### src/rtl/arbitro_jogadas.sv
// Serialises hit/miss events from two players onto one shared score-counter
// update bus, and forwards newly earned blocking lines to the opponent board.
module arbitro_jogadas #(
  parameter int TIMEOUT_ACK = 16
) (
  input  logic       clk,
  input  logic       reset_n,
  input  logic       jogo_ativo,
  input  logic       acerto_j1,
  input  logic       erro_j1,
  input  logic       acerto_j2,
  input  logic       erro_j2,
  input  logic [2:0] linhas_j1,
  input  logic [2:0] linhas_j2,
  input  logic       bloq_ack,
  output logic       acertou,
  output logic       errou,
  output logic       enable_j1,
  output logic       enable_j2,
  output logic       bloq_req,
  output logic       bloq_alvo,
  output logic [2:0] bloq_qtd,
  output logic       bloq_perdido,
  output logic       ocupado
);

  typedef enum logic [2:0] {OCIOSO, APLICA, ESPERA, COMPARA, BLOQ} estado_t;

  localparam logic [7:0] ULTIMO_CNT = 8'(TIMEOUT_ACK - 1);

  estado_t    state_reg;
  logic [3:0] in_now;
  logic [3:0] in_reg;
  logic [3:0] event_det;
  logic [3:0] pend_reg;
  logic [3:0] pend_clr;
  logic       last_reg;
  logic       sel_reg;
  logic       sel_next;
  logic       req_j1;
  logic       req_j2;
  logic [1:0] clr_idx;
  logic [2:0] linhas_ant_j1_reg;
  logic [2:0] linhas_ant_j2_reg;
  logic [2:0] linhas_cur;
  logic [2:0] linhas_ant_cur;
  logic [2:0] linhas_dif;
  logic [7:0] cnt_reg;

  // Flag index = player*2 + kind, kind 0 = acerto, 1 = erro.
  assign in_now = {erro_j2, acerto_j2, erro_j1, acerto_j1};

  assign req_j1   = |pend_reg[1:0];
  assign req_j2   = |pend_reg[3:2];
  assign sel_next = (req_j1 && req_j2) ? ~last_reg : req_j2;
  assign clr_idx  = {sel_reg, ~pend_reg[{sel_reg, 1'b0}]};

  generate
    for (genvar gi = 0; gi < 4; gi++) begin : g_flag
      assign event_det[gi] = jogo_ativo & in_now[gi] & ~in_reg[gi];
      assign pend_clr[gi]  = (state_reg == APLICA) && (clr_idx == 2'(gi));
    end
  endgenerate

  assign linhas_cur     = sel_reg ? linhas_j2 : linhas_j1;
  assign linhas_ant_cur = sel_reg ? linhas_ant_j2_reg : linhas_ant_j1_reg;
  assign linhas_dif     = linhas_cur - linhas_ant_cur;

  always_ff @(posedge clk or negedge reset_n) begin
    if (!reset_n) begin
      state_reg         <= OCIOSO;
      in_reg            <= '0;
      pend_reg          <= '0;
      last_reg          <= 1'b1;
      sel_reg           <= 1'b0;
      linhas_ant_j1_reg <= '0;
      linhas_ant_j2_reg <= '0;
      cnt_reg           <= '0;
      acertou           <= 1'b0;
      errou             <= 1'b0;
      enable_j1         <= 1'b0;
      enable_j2         <= 1'b0;
      bloq_req          <= 1'b0;
      bloq_alvo         <= 1'b0;
      bloq_qtd          <= '0;
      bloq_perdido      <= 1'b0;
      ocupado           <= 1'b0;
    end else begin
      in_reg       <= in_now;
      acertou      <= 1'b0;
      errou        <= 1'b0;
      enable_j1    <= 1'b0;
      enable_j2    <= 1'b0;
      bloq_perdido <= 1'b0;
      if (!jogo_ativo) begin
        state_reg         <= OCIOSO;
        pend_reg          <= '0;
        linhas_ant_j1_reg <= linhas_j1;
        linhas_ant_j2_reg <= linhas_j2;
        bloq_req          <= 1'b0;
        bloq_alvo         <= 1'b0;
        bloq_qtd          <= '0;
        ocupado           <= 1'b0;
      end else begin
        // A new event on a flag being served in the same cycle survives.
        pend_reg <= (pend_reg & ~pend_clr) | event_det;
        case (state_reg)
          OCIOSO: begin
            if (|pend_reg) begin
              sel_reg   <= sel_next;
              state_reg <= APLICA;
              ocupado   <= 1'b1;
            end
          end
          APLICA: begin
            acertou   <= ~clr_idx[0];
            errou     <= clr_idx[0];
            enable_j1 <= ~sel_reg;
            enable_j2 <= sel_reg;
            last_reg  <= sel_reg;
            state_reg <= ESPERA;
          end
          ESPERA: state_reg <= COMPARA;
          COMPARA: begin
            if (sel_reg) linhas_ant_j2_reg <= linhas_j2;
            else         linhas_ant_j1_reg <= linhas_j1;
            if (linhas_cur > linhas_ant_cur) begin
              bloq_req  <= 1'b1;
              bloq_alvo <= ~sel_reg;
              bloq_qtd  <= linhas_dif;
              cnt_reg   <= '0;
              state_reg <= BLOQ;
            end else begin
              state_reg <= OCIOSO;
              ocupado   <= 1'b0;
            end
          end
          BLOQ: begin
            if (bloq_ack || cnt_reg == ULTIMO_CNT) begin
              bloq_req     <= 1'b0;
              bloq_alvo    <= 1'b0;
              bloq_qtd     <= '0;
              bloq_perdido <= ~bloq_ack;
              state_reg    <= OCIOSO;
              ocupado      <= 1'b0;
            end else begin
              cnt_reg <= cnt_reg + 8'd1;
            end
          end
          default: begin
            state_reg <= OCIOSO;
            ocupado   <= 1'b0;
          end
        endcase
      end
    end
  end

endmodule

### config.mk
export PLATFORM = sky130hd
export DESIGN_NAME = arbitro_jogadas
export DESIGN_NICKNAME = d
export VERILOG_FILES = /design/src/rtl/arbitro_jogadas.sv
export SDC_FILE = /design/constraint.sdc
export NUM_CORES = 1
export LEC_CHECK = 0
export BUFFER_PORTS_ARGS = -buffer_cell sky130_fd_sc_hd__buf_2
export CORE_MARGIN = 2
export CORE_UTILIZATION = 55
export CTS_BUF_LIST = sky130_fd_sc_hd__clkbuf_8 sky130_fd_sc_hd__clkbuf_16
export DETAILED_ROUTE_END_ITERATION = 12
export GPL_TIMING_DRIVEN = 0
export HOLD_SLACK_MARGIN = 0.06
export PLACE_DENSITY = 0.87
export SETUP_SLACK_MARGIN = 0.05
export SYNTH_ARGS = -nofsm -noshare
export SYNTH_HDL_FRONTEND = slang
export SYNTH_SLANG_ARGS = --single-unit
### constraint.sdc
create_clock -name clk -period 6.2 [get_ports clk]
set_input_delay 0.93 -clock clk [delete_from_list [all_inputs] [get_ports clk]]
set_output_delay 0.93 -clock clk [all_outputs]
set_load 0.01 [all_outputs]
==> results of run 1 <==
## power breakdown
group	total (uW)	switching (uW)	internal [uW]
Clock	170	82.5	88.0
Sequential	297	19.4	277
Combinational	169	94.5	74.3
## worst paths after layout
path	startpoint	to	slack [ns]	cells after the start
hold / removal	bloq_qtd[2]$_DFFE_PN0P_	bloq_qtd[2]$_DFFE_PN0P_	0.50	2
setup reg to reg	sel_reg$_DFFE_PN0P_	cnt_reg[2]$_DFFE_PN0P_	3.53	8
setup / recovery	sel_reg$_DFFE_PN0P_	cnt_reg[2]$_DFFE_PN0P_	3.53	8
max in group asynchronous	reset_n	linhas_ant_j2_reg[1]$_DFFE_PN0P_	4.96	1
min in group asynchronous	reset_n	bloq_perdido$_DFF_PN0_	0.73	1
hold reg to reg	bloq_qtd[2]$_DFFE_PN0P_	bloq_qtd[2]$_DFFE_PN0P_	0.50	2
## through the flow
stage,utilization [%],instance area (um^2),power [uW],hold WS (ns)
3_3_place_gp,63.4,1930,463,0.458
3_5_place_dp,63.4,1930,471,0.479
6_report,66.4,2030,636,0.498
2_1_floorplan,-,1760,424,0.447
5_1_grt,66.4,2030,680,0.515
4_1_cts,66.4,2030,641,0.496
## cell usage after synthesis
master	count	area [um^2]
o311ai_2	1	16.3
nand2_1	16	60.1
fa_1	1	20.0
ha_1	4	50.1
buf_6	1	11.3
nor2b_1	4	25.0
and2_1	1	6.26
a21oi_1	6	30.0
nand2b_1	4	25.0
a211oi_4	1	20.0
or3b_1	1	8.76
and3_1	6	37.5
xnor2_1	2	17.5
a21oi_2	1	8.76
nor3b_1	1	7.51
nor4_2	1	12.5
clkbuf_1	3	11.3
nor3_1	2	10.0
or3_1	1	6.26
inv_1	4	15.0
a211o_1	1	8.76
o21ai_0	8	40.0
o21ai_1	10	50.1
mux2_2	9	101
a21boi_0	2	15.0
nand3b_1	2	15.0
nand3_1	4	20.0
nor2_1	13	48.8
xor2_1	3	26.3
nor3_2	1	10.0
dfrtp_1	37	926
a211oi_1	1	7.51
a22o_1	2	17.5
a21o_1	1	7.51
dfstp_2	1	26.3
mux2i_1	4	40.0
## worst max-delay path, cell delays in order, from the launching register on
cell	delay (ns)
dfrtp_1	0.36
clkbuf_1	0.44
mux2_2	0.40
ha_1	0.35
and3_1	0.20
a21oi_1	0.37
a21oi_2	0.18
o21ai_1	0.16
o21ai_1	0.09
## kinds of logic after synthesis
group / Yosys count
multiplexers: 13
AO/OA/AOI/OAI: 34
AND/OR/NAND/NOR: 57
buffers and inverters: 8
XOR/XNOR: 5
adder cells (fa/ha/maj): 5
flip-flops: 38
## metal layers
layer	GRT usage [%]	up-vias	share of wire, %
met5	0	-	0
met4	4.97	0	0.90
met3	6.61	3	4.3
met2	34.2	28	51
met1	24.6	613	44
li1	-	621	-
## area by class of cell
cell class	count	area, um^2
fill	259	1030
sequential	38	952
multi-input combinational	114	769
timing repair buffer	24	120
clock buffer	6	82.6
tap	44	55.1
buffer	4	22.5
inverter	4	15.0
clock inverter	2	8.76
==> impl_metrics.json, run 1 <==
{
  "outcome": "finished, final reports clean",
  "h_tree_lvl_count": 2,
  "grt_max_degree": 39,
  "worstMarginPinSlew_ns": 0.811,
  "grt_pass1_wl_mm": 5.33,
  "power_density_of_the_placed_cells_nw_per_um2": 314,
  "power.leakage_uw": 0.000985,
  "finalClockSkew_ns": 0.00184,
  "first_global_vias": 1214,
  "dp_worst_setup_slack_ns": 3.44,
  "layout.cells.most_common_list": "37 x dfrtp_1, 24 x buf_2, 16 x nand2_1",
  "final_antenna_net_count": 0,
  "timing.final.crit_share_pct": 43.0,
  "syn2layout_area_growth_pct": 15.1,
  "die_area_um2": 3670,
  "numClockSinks": 38,
  "antennaDiodeCount": 0,
  "grt_overflow_total": 0,
  "post_route_cells_drive_above_1_share_pct": 24.5,
  "horizontal_die_dimension_um": 60.6,
  "place.gp.congestion": 0.827,
  "final_cell_count_no_fill": 236,
  "rsz0062_at_grt": "false",
  "drt-total-wl_mm": 3.11,
  "antenna_found_initial": 0,
  "routed_wire_length_per_instance_um": 13.2,
  "nNetsFinal": 210,
  "cts_buffer_depth": 2,
  "fp.dieH_um": 60.6,
  "synth_nets": 179,
  "maxClockFrequency_ghz": 0.375,
  "hold_path_class": "reg2reg",
  "floorplan.initialDensity_pct": 57.6,
  "synth_top_family_by_area": "simple AND/OR/NAND/NOR gates",
  "number_of_standard_cell_rows_in_the_floorplan": 20,
  "synth.cell_area_um2": 1760,
  "final-hold-violation-count": 0,
  "detail_route.iter0.violations": 36,
  "core_um2": 3050,
  "boundaryPins": 25,
  "cts-resized-gates": 0,
  "compound_gate_fraction_of_synth_area_pct": 12.6,
  "cts_tree": "yes",
  "grt.total_usage_pct": 19.9,
  "tritoncts.num_buffers": 5,
  "cp.arrival_ns": 2.84,
  "cts_hold_buf": 0,
  "synth_fa_ha_area_share_pct": 3.98,
  "synth_area_per_cell_um2": 11.0,
  "worstSetupPathType": "reg2reg",
  "drc": 0,
  "postSynthCellCount": 160,
  "ys.warnings.count": 0,
  "clk-insertion-delay-late_ns": 0.29,
  "cts_root_buffer": "clkbuf_8",
  "post_cts_setup_bufs": 0,
  "worst_ir_drop_vdd_mv": 0.201,
  "finalSetupViolCount": 0,
  "synth_simple_gate_area_share_pct": 16.6,
  "period_minus_slack_ns": 2.67,
  "drv_cap": 0,
  "synth_xor_area_share_pct": 2.49,
  "fin_setup_tns_ns": 0,
  "crit_path_max_fanout": 10,
  "clk_transition_reported_paths_ns": 0.07,
  "data_required_critical_path_ns": 6.37,
  "final_max_slew_viol_count": 0,
  "final_critical_path_setup_slack_ns": 3.53,
  "routed-via-count": 1265,
  "max_reg_flops": 8,
  "drt_pre_antenna_iters": 4,
  "slew_headroom_pct": 45.9,
  "post-dp-hpwl_mm": 2.37,
  "synth.ff_latch_count": 38,
  "multiplexer_share_of_the_synthesized_area_pct": 8.04,
  "layout_commonest_cell": "dfrtp_1",
  "cp-end-kind": "register",
  "synth_seq_area_share_pct": 54.1,
  "count_of_distinct_cell_types_in_the_synthesized_netlist": 36,
  "port-buffer-count": 24,
  "place.detailed.instances": 228,
  "critical_path.startpoint_type": "register",
  "drt-vias-per-instance": 5.36
}
(Power assumes the default switching activity.)
==> run 2, diff against run 1 <==
--- a/config.mk
+++ b/config.mk
@@ -7,12 +7,12 @@
 export LEC_CHECK = 0
 export BUFFER_PORTS_ARGS = -buffer_cell sky130_fd_sc_hd__buf_2
 export CORE_MARGIN = 2
-export CORE_UTILIZATION = 55
+export CORE_UTILIZATION = 50
 export CTS_BUF_LIST = sky130_fd_sc_hd__clkbuf_8 sky130_fd_sc_hd__clkbuf_16
 export DETAILED_ROUTE_END_ITERATION = 12
 export GPL_TIMING_DRIVEN = 0
 export HOLD_SLACK_MARGIN = 0.06
-export PLACE_DENSITY = 0.87
+export PLACE_DENSITY = 0.84
 export SETUP_SLACK_MARGIN = 0.05
 export SYNTH_ARGS = -nofsm -noshare
 export SYNTH_HDL_FRONTEND = slang
==> constraint.sdc (replaced) <==
create_clock -name clk -period 2.3 [get_ports clk]
set_input_delay 0.345 -clock clk [delete_from_list [all_inputs] [get_ports clk]]
set_output_delay 0.345 -clock clk [all_outputs]
set_load 0.01 [all_outputs]
==> impl_metrics.json, run 2 (synthesis results as in run 1) <==
{
  "outcome": "finished, final reports clean",
  "horizontal_die_dimension_um": 63.3,
  "grt_use_met2_pct": 30.3,
  "nFillCells": 284,
  "worstSetupPathType": "reg2reg",
  "layout_commonest_cell": "dfrtp_1",
  "period_minus_slack_ns": 2.10,
  "syn2layout_area_growth_pct": 21.9,
  "slew_headroom_pct": 44.8,
  "grt_most_used_layer": "met2",
  "data_required_critical_path_ns": 2.48,
  "antennaDiodeCount": 0,
  "grt.total_usage_pct": 17.7,
  "final_cell_count_no_fill": 241,
  "timing.final.crit_share_pct": 91.3,
  "path_buf_inv": 1,
  "timing.critical_path.max_delay_family": "compound AO/OA/AOI/OAI gates",
  "power_density_of_the_placed_cells_nw_per_um2": 926,
  "crit_slowest_cell": "dfrtp_1",
  "post-dp-hpwl_mm": 2.27,
  "cp_cell_sequence": "buf_6 -> mux2_2 -> ha_4 -> nand3b_1 -> a21oi_4 -> a21oi_4 -> o21ai_1 -> o21ai_1",
  "drt_pre_antenna_iters": 4,
  "cts_buffer_depth": 2,
  "rsz0062_at_grt": "false",
  "numClockSinks": 38,
  "drv_cap": 0,
  "globalRouteMet1Util_pct": 20.6,
  "core_um2": 3360,
  "grt_max_degree": 39,
  "final-hold-violation-count": 0,
  "maxClockFrequency_ghz": 0.476,
  "cts_tree": "yes",
  "power.leakage_uw": 0.00102,
  "crit_path_max_incr_delay_ns": 0.41,
  "boundaryPins": 25,
  "grt.met3_usage_pct": 5.89,
  "h_tree_lvl_count": 2,
  "layout.cells.most_common_list": "37 x dfrtp_1, 25 x buf_2, 16 x nand2_1",
  "grt_overflow_total": 0,
  "hold_path_class": "in2async",
  "clk-insertion-delay-late_ns": 0.29,
  "final_max_slew_viol_count": 0,
  "cp.arrival_ns": 2.28,
  "fp.dieH_um": 63.3,
  "grt_pass1_wl_mm": 5.40,
  "worst_ir_drop_vdd_mv": 0.620,
  "port-buffer-count": 24,
  "number_of_standard_cell_rows_in_the_floorplan": 21,
  "post_route_cells_drive_above_1_share_pct": 30.3,
  "drt-vias-per-instance": 5.31,
  "nNetsFinal": 213,
  "first_global_vias": 1232,
  "drt-total-wl_mm": 3.30,
  "dp_worst_setup_slack_ns": -0.161,
  "finalSetupViolCount": 0,
  "die_area_um2": 4010,
  "critical_path.startpoint_type": "register",
  "cts_hold_buf": 0,
  "final_critical_path_setup_slack_ns": 0.200,
  "crit_path_max_fanout": 6,
  "cp-end-kind": "register",
  "routed_wire_length_per_instance_um": 13.7,
  "cts_root_buffer": "clkbuf_8",
  "clk_transition_reported_paths_ns": 0.07,
  "max_reg_flops": 8,
  "drc": 0,
  "place.detailed.instances": 230,
  "floorplan.initialDensity_pct": 52.3,
  "place.gp.congestion": 0.786,
  "final_antenna_net_count": 0,
  "worstMarginPinSlew_ns": 0.828,
  "detail_route.iter0.violations": 84,
  "finalClockSkew_ns": 0.00340,
  "routed-via-count": 1280,
  "tritoncts.num_buffers": 5,
  "antenna_found_initial": 0,
  "post-route-util_pct": 63.8
}
run 2: cell count changes in the layout (fill, tap and decap cells not counted), sizes merged:
cell,before,now
clkinv,1,2
inv,5,4
bufinv,0,1
buf,25,29
clkbuf,9,7
run 2: metrics by stage:
stage	TNS (ns)	area (um^2)	total power, uW	hold WS, ns
after floorplan	0	1760	1140	0.0494
after global placement	-0.997	1940	1260	0.458
after detailed placement	-1.62	1940	1280	0.466
after CTS	0	2070	1880	0.162
after global routing	0	2140	2100	0.157
final	0	2140	1990	0.141
run 2: cell type report:
type,count,area (um^2),area share [%]
Sequential cell,38,952,44.4
Timing Repair Buffer,27,140,6.53
Tap cell,46,57.6,2.68
Multi-Input combinational cell,114,841,39.2
Buffer,4,30.0,1.40
Clock inverter,3,40.0,1.87
Clock buffer,5,68.8,3.21
Inverter,4,15.0,0.700
run 2: routing by layer:
| layer | vias up | routed length (um) |
|---|---|---|
| met5 | - | 0 |
| met4 | 0 | 55 |
| met3 | 5 | 115 |
| met2 | 19 | 1660 |
| met1 | 634 | 1470 |
| li1 | 622 | - |
run 2: final timing paths:
kind                                       from                               end  slack (ns)  cells after the start
max                         sel_reg$_DFFE_PN0P_            cnt_reg[2]$_DFFE_PN0P_        0.20                      8
min                                     reset_n            cnt_reg[3]$_DFFE_PN0P_        0.14                      1
max reg2reg                 sel_reg$_DFFE_PN0P_            cnt_reg[2]$_DFFE_PN0P_        0.20                      8
min reg2reg                bloq_req$_DFFE_PN0P_              bloq_req$_DFFE_PN0P_        0.49                      2
max in group asynchronous               reset_n  linhas_ant_j2_reg[1]$_DFFE_PN0P_        1.62                      1
min in group clk                      acerto_j1               in_reg[0]$_DFF_PN0_        0.17                      1
run 2: where the power goes:
part | total, uW | switching [uW] | internal, uW
sequential | 804 | 56.5 | 748
combinational | 633 | 333 | 300
clock | 550 | 231 | 319
run 2: what timing repair did:
item / in CTS / in global routing
endpoints found under the setup margin: 15 / 14
cloned: 0 / 1
endpoints found under the hold margin: 0 / 0
resized for setup: 5 / 8
pin swaps: 0 / 2
buffers inserted: 0 / 2
